<file path="config.mk">
export PLATFORM = sky130hd
export DESIGN_NAME = c0_result_fifo
export DESIGN_NICKNAME = d
export VERILOG_FILES = /design/src/rtl/c0_result_fifo.sv
export SDC_FILE = /design/constraint.sdc
export NUM_CORES = 1
export LEC_CHECK = 0
export BUFFER_PORTS_ARGS = -buffer_cell sky130_fd_sc_hd__buf_2
export CAP_MARGIN = 15
export CORE_MARGIN = 1.5
export CORE_UTILIZATION = 50
export DETAILED_ROUTE_END_ITERATION = 12
export GPL_TIMING_DRIVEN = 0
export PLACE_DENSITY = 0.71
export SLEW_MARGIN = 20
export SYNTH_ARGS = -nofsm -noshare
export SYNTH_HDL_FRONTEND = slang
export SYNTH_SLANG_ARGS = --single-unit
export TNS_END_PERCENT = 10
</file>
<file path="constraint.sdc">
create_clock -name clk -period 3.7 [get_ports clk]
set_clock_uncertainty 0.15 [all_clocks]
set_input_delay 0.555 -clock clk [delete_from_list [all_inputs] [get_ports clk]]
set_output_delay 0.555 -clock clk [all_outputs]
set_load 0.005 [all_outputs]
</file>
<file path="src/rtl/c0_result_fifo.sv">
// First-word-fall-through result buffer behind top_c0: registered storage,
// occupancy count, synchronous flush and a sticky overflow flag.
module c0_result_fifo #(
  parameter int WIDTH = 12,
  parameter int DEPTH = 4,
  parameter int CW    = $clog2(DEPTH + 1)
) (
  input  logic             clk,
  input  logic             rst_n,
  input  logic             flush,
  input  logic             in_valid,
  input  logic [WIDTH-1:0] in_data,
  output logic             in_ready,
  output logic             out_valid,
  output logic [WIDTH-1:0] out_data,
  input  logic             out_ready,
  output logic [CW-1:0]    count,
  output logic             overflow
);

  localparam int PW = $clog2(DEPTH);

  logic [WIDTH-1:0] r_mem [DEPTH];
  logic [PW-1:0]    r_wr_ptr;
  logic [PW-1:0]    r_rd_ptr;
  logic [CW-1:0]    r_count;
  logic             r_overflow;

  logic w_full;
  logic w_empty;
  logic w_push;
  logic w_pop;

  // Handshake: a transfer happens on an edge where valid and ready are both
  // high. in_ready comes only from registered count, so a pop in the same
  // cycle never frees a slot for a write to a full FIFO.
  assign w_full  = (r_count == CW'(DEPTH));
  assign w_empty = (r_count == '0);
  assign w_push  = in_valid && !w_full;
  assign w_pop   = out_ready && !w_empty;

  always_ff @(posedge clk) begin
    if (!rst_n) begin
      r_wr_ptr   <= '0;
      r_rd_ptr   <= '0;
      r_count    <= '0;
      r_overflow <= 1'b0;
    end else if (flush) begin
      r_wr_ptr <= '0;
      r_rd_ptr <= '0;
      r_count  <= '0;
    end else begin
      if (w_push) r_wr_ptr <= r_wr_ptr + PW'(1);
      if (w_pop)  r_rd_ptr <= r_rd_ptr + PW'(1);
      if (w_push && !w_pop)      r_count <= r_count + CW'(1);
      else if (w_pop && !w_push) r_count <= r_count - CW'(1);
      if (in_valid && w_full) r_overflow <= 1'b1;
    end
  end

  // Storage is never reset; stale entries are unreachable once count is 0.
  always_ff @(posedge clk) begin
    if (rst_n && !flush && w_push) r_mem[r_wr_ptr] <= in_data;
  end

  assign in_ready  = !w_full;
  assign out_valid = !w_empty;
  assign out_data  = w_empty ? '0 : r_mem[r_rd_ptr];
  assign count     = r_count;
  assign overflow  = r_overflow;

endmodule

</file>
=== Yosys cells after proc, flatten, opt, wreduce, memory -nomap -nowiden ===
Memory sizes are Yosys's and may differ from the RTL's. A register that Yosys moved wholly into a read port is not among the register bits.
Index checks and enable logic that the tools add are counted.

* $lt $le $gt $ge: 0
* Shift operators: 0
* $add $sub $neg: 4
* Bitwise logic cells: 2
* Multiplexer cells: 7
* Divide/modulo/power cells: 0
* Multipliers: 0
* Reductions and logical operators: 16
* Equality and inequality tests: 1

{| class="wikitable"
|+ Operator list
! operator !! count
|-
| 12-bit 2-to-1 mux || 1
|-
| 1-bit logical AND || 7
|-
| 3-bit 2-to-1 mux || 2
|-
| 1-bit zero test || 5
|-
| 2-bit by 1-bit adder with 2-bit output (second input constant) || 2
|-
| 2-bit 2-to-1 mux || 2
|-
| 3-bit by 1-bit adder with 3-bit output (second input constant) || 1
|-
| 3-bit == test (second input constant) || 1
|-
| 3-bit zero test || 1
|-
| 3-bit by 1-bit subtractor with 3-bit output (second input constant) || 1
|-
| 1-bit 2-to-1 mux || 2
|-
| 1-bit NOT || 2
|-
| 2-bit AND reduction || 1
|-
| 2-bit nonzero test || 1
|-
| 2-bit OR reduction || 1
|}

* Bits in latches: 0
* Input port bits: 17
* Memories: 1
* Word-level logic and storage cells: 35
* Bits in registers: 8
* Output and inout port bits: 18
* Bits in read-only memories: 0
* RAM bits: 48

{| class="wikitable"
|+ Memory list
! memory !! words !! bits a word !! rd ports !! clocked after Yosys merged registers in !! write ports !! line !! source
|-
| r_mem || 4 || 12 || 1 || 1 || 1 || 23 || <nowiki>logic [WIDTH-1:0] r_mem [DEPTH];</nowiki>
|}

=== Longest topological paths before layout ===
* Depth after elaboration: 7
* Mapped depth: 10
* Gate-level depth less buffers: 8

=== Worst setup path before layout ===
Ideal clock, no wire load.

* Kind: reg-to-reg
* From: reg r_count[0], in the netlist count[0]
* To: reg r_count[2], in the netlist count[2]
* Library setup time: 0.070 ns
* Data arrival time: 2.163 ns
* Stages on the path, launching flop included: 11
* Slack: 1.317 ns
* Clock period less this slack: 2.383 ns
* Buffers on the path: 2
* Cell sequence: dfxtp_1 -> or3b_1 -> buf_6 -> and2_4 -> buf_6 -> ha_1 -> inv_1 -> fa_1 -> xor2_1 -> or3_2 -> a21oi_1

* Longest elaborated chain between the ends: 6

{| class="wikitable"
|+ RTL lines
! element !! line !! source
|-
| start: declaration || 26 || <nowiki>logic [CW-1:0] r_count;</nowiki>
|-
| start signal: assignment || 55 || <nowiki>if (w_push && !w_pop) r_count <= r_count + CW'(1);</nowiki>
|-
| start signal: assignment || 56 || <nowiki>else if (w_pop && !w_push) r_count <= r_count - CW'(1);</nowiki>
|-
| 3-bit == test * || 37 || <nowiki>assign w_full = (r_count == CW'(DEPTH));</nowiki>
|-
| 1-bit zero test * || - ||
|-
| via in_ready || 13 || <nowiki>output logic in_ready,</nowiki>
|-
| 1-bit logical AND * || 39 || <nowiki>assign w_push = in_valid && !w_full;</nowiki>
|-
| via w_push || 31 || <nowiki>logic w_push;</nowiki>
|-
| 1-bit zero test || 56 ||
|-
| 1-bit logical AND || 56 ||
|-
| 2-bit nonzero test (no line) || - ||
|}

Mark *: on every way through the listed nets, which the timed path passes. The rest lies on a longest branch. The select of a mux whose other input is x is not followed.
A chain may end at the register's enable or synchronous reset.

=== Worst setup path in the final report ===
* From: reg r_count[1], in the netlist count[1]
* To: out out_data[2]

* Longest elaborated chain between the ends: 2

{| class="wikitable"
|+ RTL lines
! element !! line !! source
|-
| 3-bit zero test || 38 || <nowiki>assign w_empty = (r_count == '0);</nowiki>
|-
| 12-bit 2-to-1 mux || 68 || <nowiki>assign out_data = w_empty ? '0 : r_mem[r_rd_ptr];</nowiki>
|-
| end: declaration || 15 || <nowiki>output logic [WIDTH-1:0] out_data,</nowiki>
|}

Every way passes these cells.

==> load_flow_metrics.sql <==
INSERT INTO impl_metrics (metric_group, metric, value, unit) VALUES
('critical_path', 'reg2reg_setup_slack', '1.10', 'ns'),
('placed_design', 'buffer_ports.inserted', '34', ''),
('critical_path', 'cpMaxStageDelayCell', 'nor3_1', ''),
('critical_path', 'critical_path.startpoint_type', 'register', ''),
('sta', 'min_period_over_period', '75.23', '%'),
('placed_design', 'place_congestion', '0.7147', ''),
('critical_path', 'worstSetupEndpointType', 'output port', ''),
('yosys', 'count_of_flip_flops_with_a_built_in_enable_after_synthesis', '48', ''),
('clock_network', 'post_cts_hold_buffer_count', '0', ''),
('clock_network', 'worst_skew_late_latency', '0.32', 'ns'),
('yosys', 'netlist_instances', '130', ''),
('routing', 'drt_drc_violations_left', '0', ''),
('sta', 'report.final.hold_viol_count', '0', ''),
('die', 'ios', '35', ''),
('global_route', 'total_congestion_overflow', '0', ''),
('yosys', 'synth_top_area_share', '61.64', '%'),
('status', 'outcome', 'complete, no violations', ''),
('critical_path', 'worstReg2RegStart', 'count[0]$_SDFFE_PP0P_', ''),
('clock_network', 'clockRootBuffer', 'clkbuf_8', ''),
('yosys', 'post-synth-top-area-cell', 'edfxtp_1', ''),
('critical_path', 'critical_path.n_buffers_inverters', '2', ''),
('yosys', 'seq_area_frac_synth', '70.20', '%'),
('placed_design', 'dp.cells', '216', ''),
('sta', 'slew_viols_final', '0', ''),
('critical_path', 'cp.required', '2.99', 'ns'),
('sta', 'final.min_clock_period', '2.784', 'ns'),
('die', 'floorplan.rows', '24', ''),
('sta', 'max-slew-margin-rel', '49.18', '%'),
('routing', 'routed_wl', '3.726', 'mm'),
('routing', 'detail_route.first_pass.iterations', '4', ''),
('clock_network', 'h_tree_depth_reported_by_cts', '3', ''),
('global_route', 'largest_net_degree_at_the_start_of_global_routing', '13', ''),
('worst_hold_path', 'worst_hold_startpoint', 'in_data[0]', ''),
('power_and_ir_drop', 'max-vdd-ir-drop', '0.2924', 'mV'),
('global_route', 'grt_first_pass_wirelength', '6.168', 'mm'),
('yosys', 'ys_async_rst_share', '0', '%'),
('yosys', 'ys_types', '32', ''),
('die', 'fp.dieW', '71.39', 'um'),
('sta', 'final.hold.worst_slack', '0.2976', 'ns'),
('critical_path', 'path_class', 'reg -> out', ''),
('power_and_ir_drop', 'leakagePower', '1.016', 'nW'),
('worst_hold_path', 'whs_endpoint', 'r_mem[3][0]$_DFFE_PP_', ''),
('die', 'core_area', '4414', 'um2'),
('layout', 'final_layout_size_suffix_gt1_share', '38.89', '%'),
('global_route', 'grt_pass1_vias', '1289', ''),
('routing', 'post_drt_wl_per_cell', '16.06', 'um'),
('die', 'initial_core_util', '52.98', '%'),
('clock_network', 'clock-sinks', '58', ''),
('sta', 'final_total_negative_setup_slack', '0', 'ns'),
('layout', 'num-nets-final', '198', ''),
('layout', 'final_core_utilization', '62.44', '%'),
('clock_network', 'cts-buffers-inserted', '9', ''),
('yosys', 'netlist_top_cells_count', 'edfxtp_1, nor2b_1, mux4_2', ''),
('sta', 'total_setup_violations_reported_at_the_end_of_the_flow', '0', ''),
('sta', 'setup_ws', '0.9165', 'ns'),
('layout', 'instances_no_fill', '232', ''),
('global_route', 'antenna_found_initial', '0', ''),
('critical_path', 'top_cell_family_by_delay_on_the_critical_path', 'simple AND/OR/NAND/NOR gates', ''),
('critical_path', 'critical_path_fanouts_max', '10', ''),
('sta', 'grt_setup_unrepaired', 'false', ''),
('clock_network', 'clk_pin_slew', '0.06', 'ns'),
('yosys', 'yosys_warnings', '0', ''),
('yosys', 'synth.net_count', '153', ''),
('layout', 'antenna_cells', '0', ''),
('clock_network', 'cts_tree', 'done', ''),
('clock_network', 'postCtsSetupBuffers', '0', ''),
('yosys', 'synth.cell_area', '2338', 'um2'),
('yosys', 'synth-seq-cells', '58', ''),
('clock_network', 'cts_resized', '0', ''),
('yosys', 'syn-mean-instance-area', '17.99', 'um2'),
('critical_path', 'crit_chain', 'nor3_1, clkbuf_1, nor2b_1, buf_2', '');
## flip-flops by register name (all words and copies together) (netlist names), named ones only
signal and cells:
r_wr_ptr 2, r_mem 48, overflow 1, r_rd_ptr 2, count 3
## layer usage
metal  global-route usage, %  part of all wire, %  vias up
met2                   27.47                   51       31
met5                       0                    0        -
met4                   8.176                  1.7        0
met3                   5.345                  4.7        6
met1                   19.80                   42      591
li1                        -                    -      586
## metrics by stage
stage	instance area (um2)	power [mW]
after detailed placement	2574	0.8867
after global placement	2574	0.8778
after CTS	2756	1.402
after floorplan	2338	0.8259
after global routing	2756	1.444
final	2756	1.388
## worst reg2reg max path: cells and delay by family, from the launching register on
family / cells / cell delay [ns]
compound gates: 1 / 0.17
xor+xnor: 1 / 0.17
fa+ha+maj: 2 / 0.58
buf+inv: 3 / 0.28
flops: 1 / 0.46
simple gates: 3 / 0.71
## placed cells by master (no fill, tap or decap), drive strengths merged, types with 2 or more instances in the layout
master / n
nor2: 4
mux4: 12
a21oi: 3
clkbuf: 16
or3: 2
nor2b: 13
xor2: 3
and3: 4
dfxtp: 10
buf: 38
o31ai: 2
clkinv: 2
inv: 4
edfxtp: 48
ha: 5
o21ai: 2
## layout make-up
cell class	instances	area, um2
clock buffers	14	172.7
inverters	4	15.01
fillers	333	1658
repair buffers	34	170.2
well taps	52	65.06
flip-flops and latches	58	1642
plain buffers	6	41.29
clock inverters	2	10.01
multi-input cells	62	640.6
## cell families after synthesis
family                     after synthesis  share of synthesized area [%]
buffers and inverters                   10                          2.408
DFF                                     58                          70.20
AOI/OAI and AO/OA                        9                          2.622
xor gates and xnor gates                 3                          1.124
adders and majority gates                6                          3.531
muxes                                   13                          11.99
and+or+nand+nor                         31                          8.133
## how the worst max path moves through the flow
stage	start	to	slack (ns)	cells past startpoint
3_5_place_dp	count[0]$_SDFFE_PP0P_	count[2]$_SDFFE_PP0P_	1.12	10
6_report	count[1]$_SDFFE_PP0P_	out_data[2]	0.92	4
2_1_floorplan	count[0]$_SDFFE_PP0P_	count[2]$_SDFFE_PP0P_	1.32	10
4_1_cts	count[1]$_SDFFE_PP0P_	out_data[2]	0.87	4
3_3_place_gp	count[0]$_SDFFE_PP0P_	count[2]$_SDFFE_PP0P_	1.27	10
5_1_grt	count[1]$_SDFFE_PP0P_	out_data[3]	0.78	4
## power breakdown
part | switching (mW) | internal, mW
sequential | 0.00954 | 0.719
clock | 0.222 | 0.296
combinational | 0.0729 | 0.0686
total | 0.304 | 1.08
(Power assumes the default switching activity.)
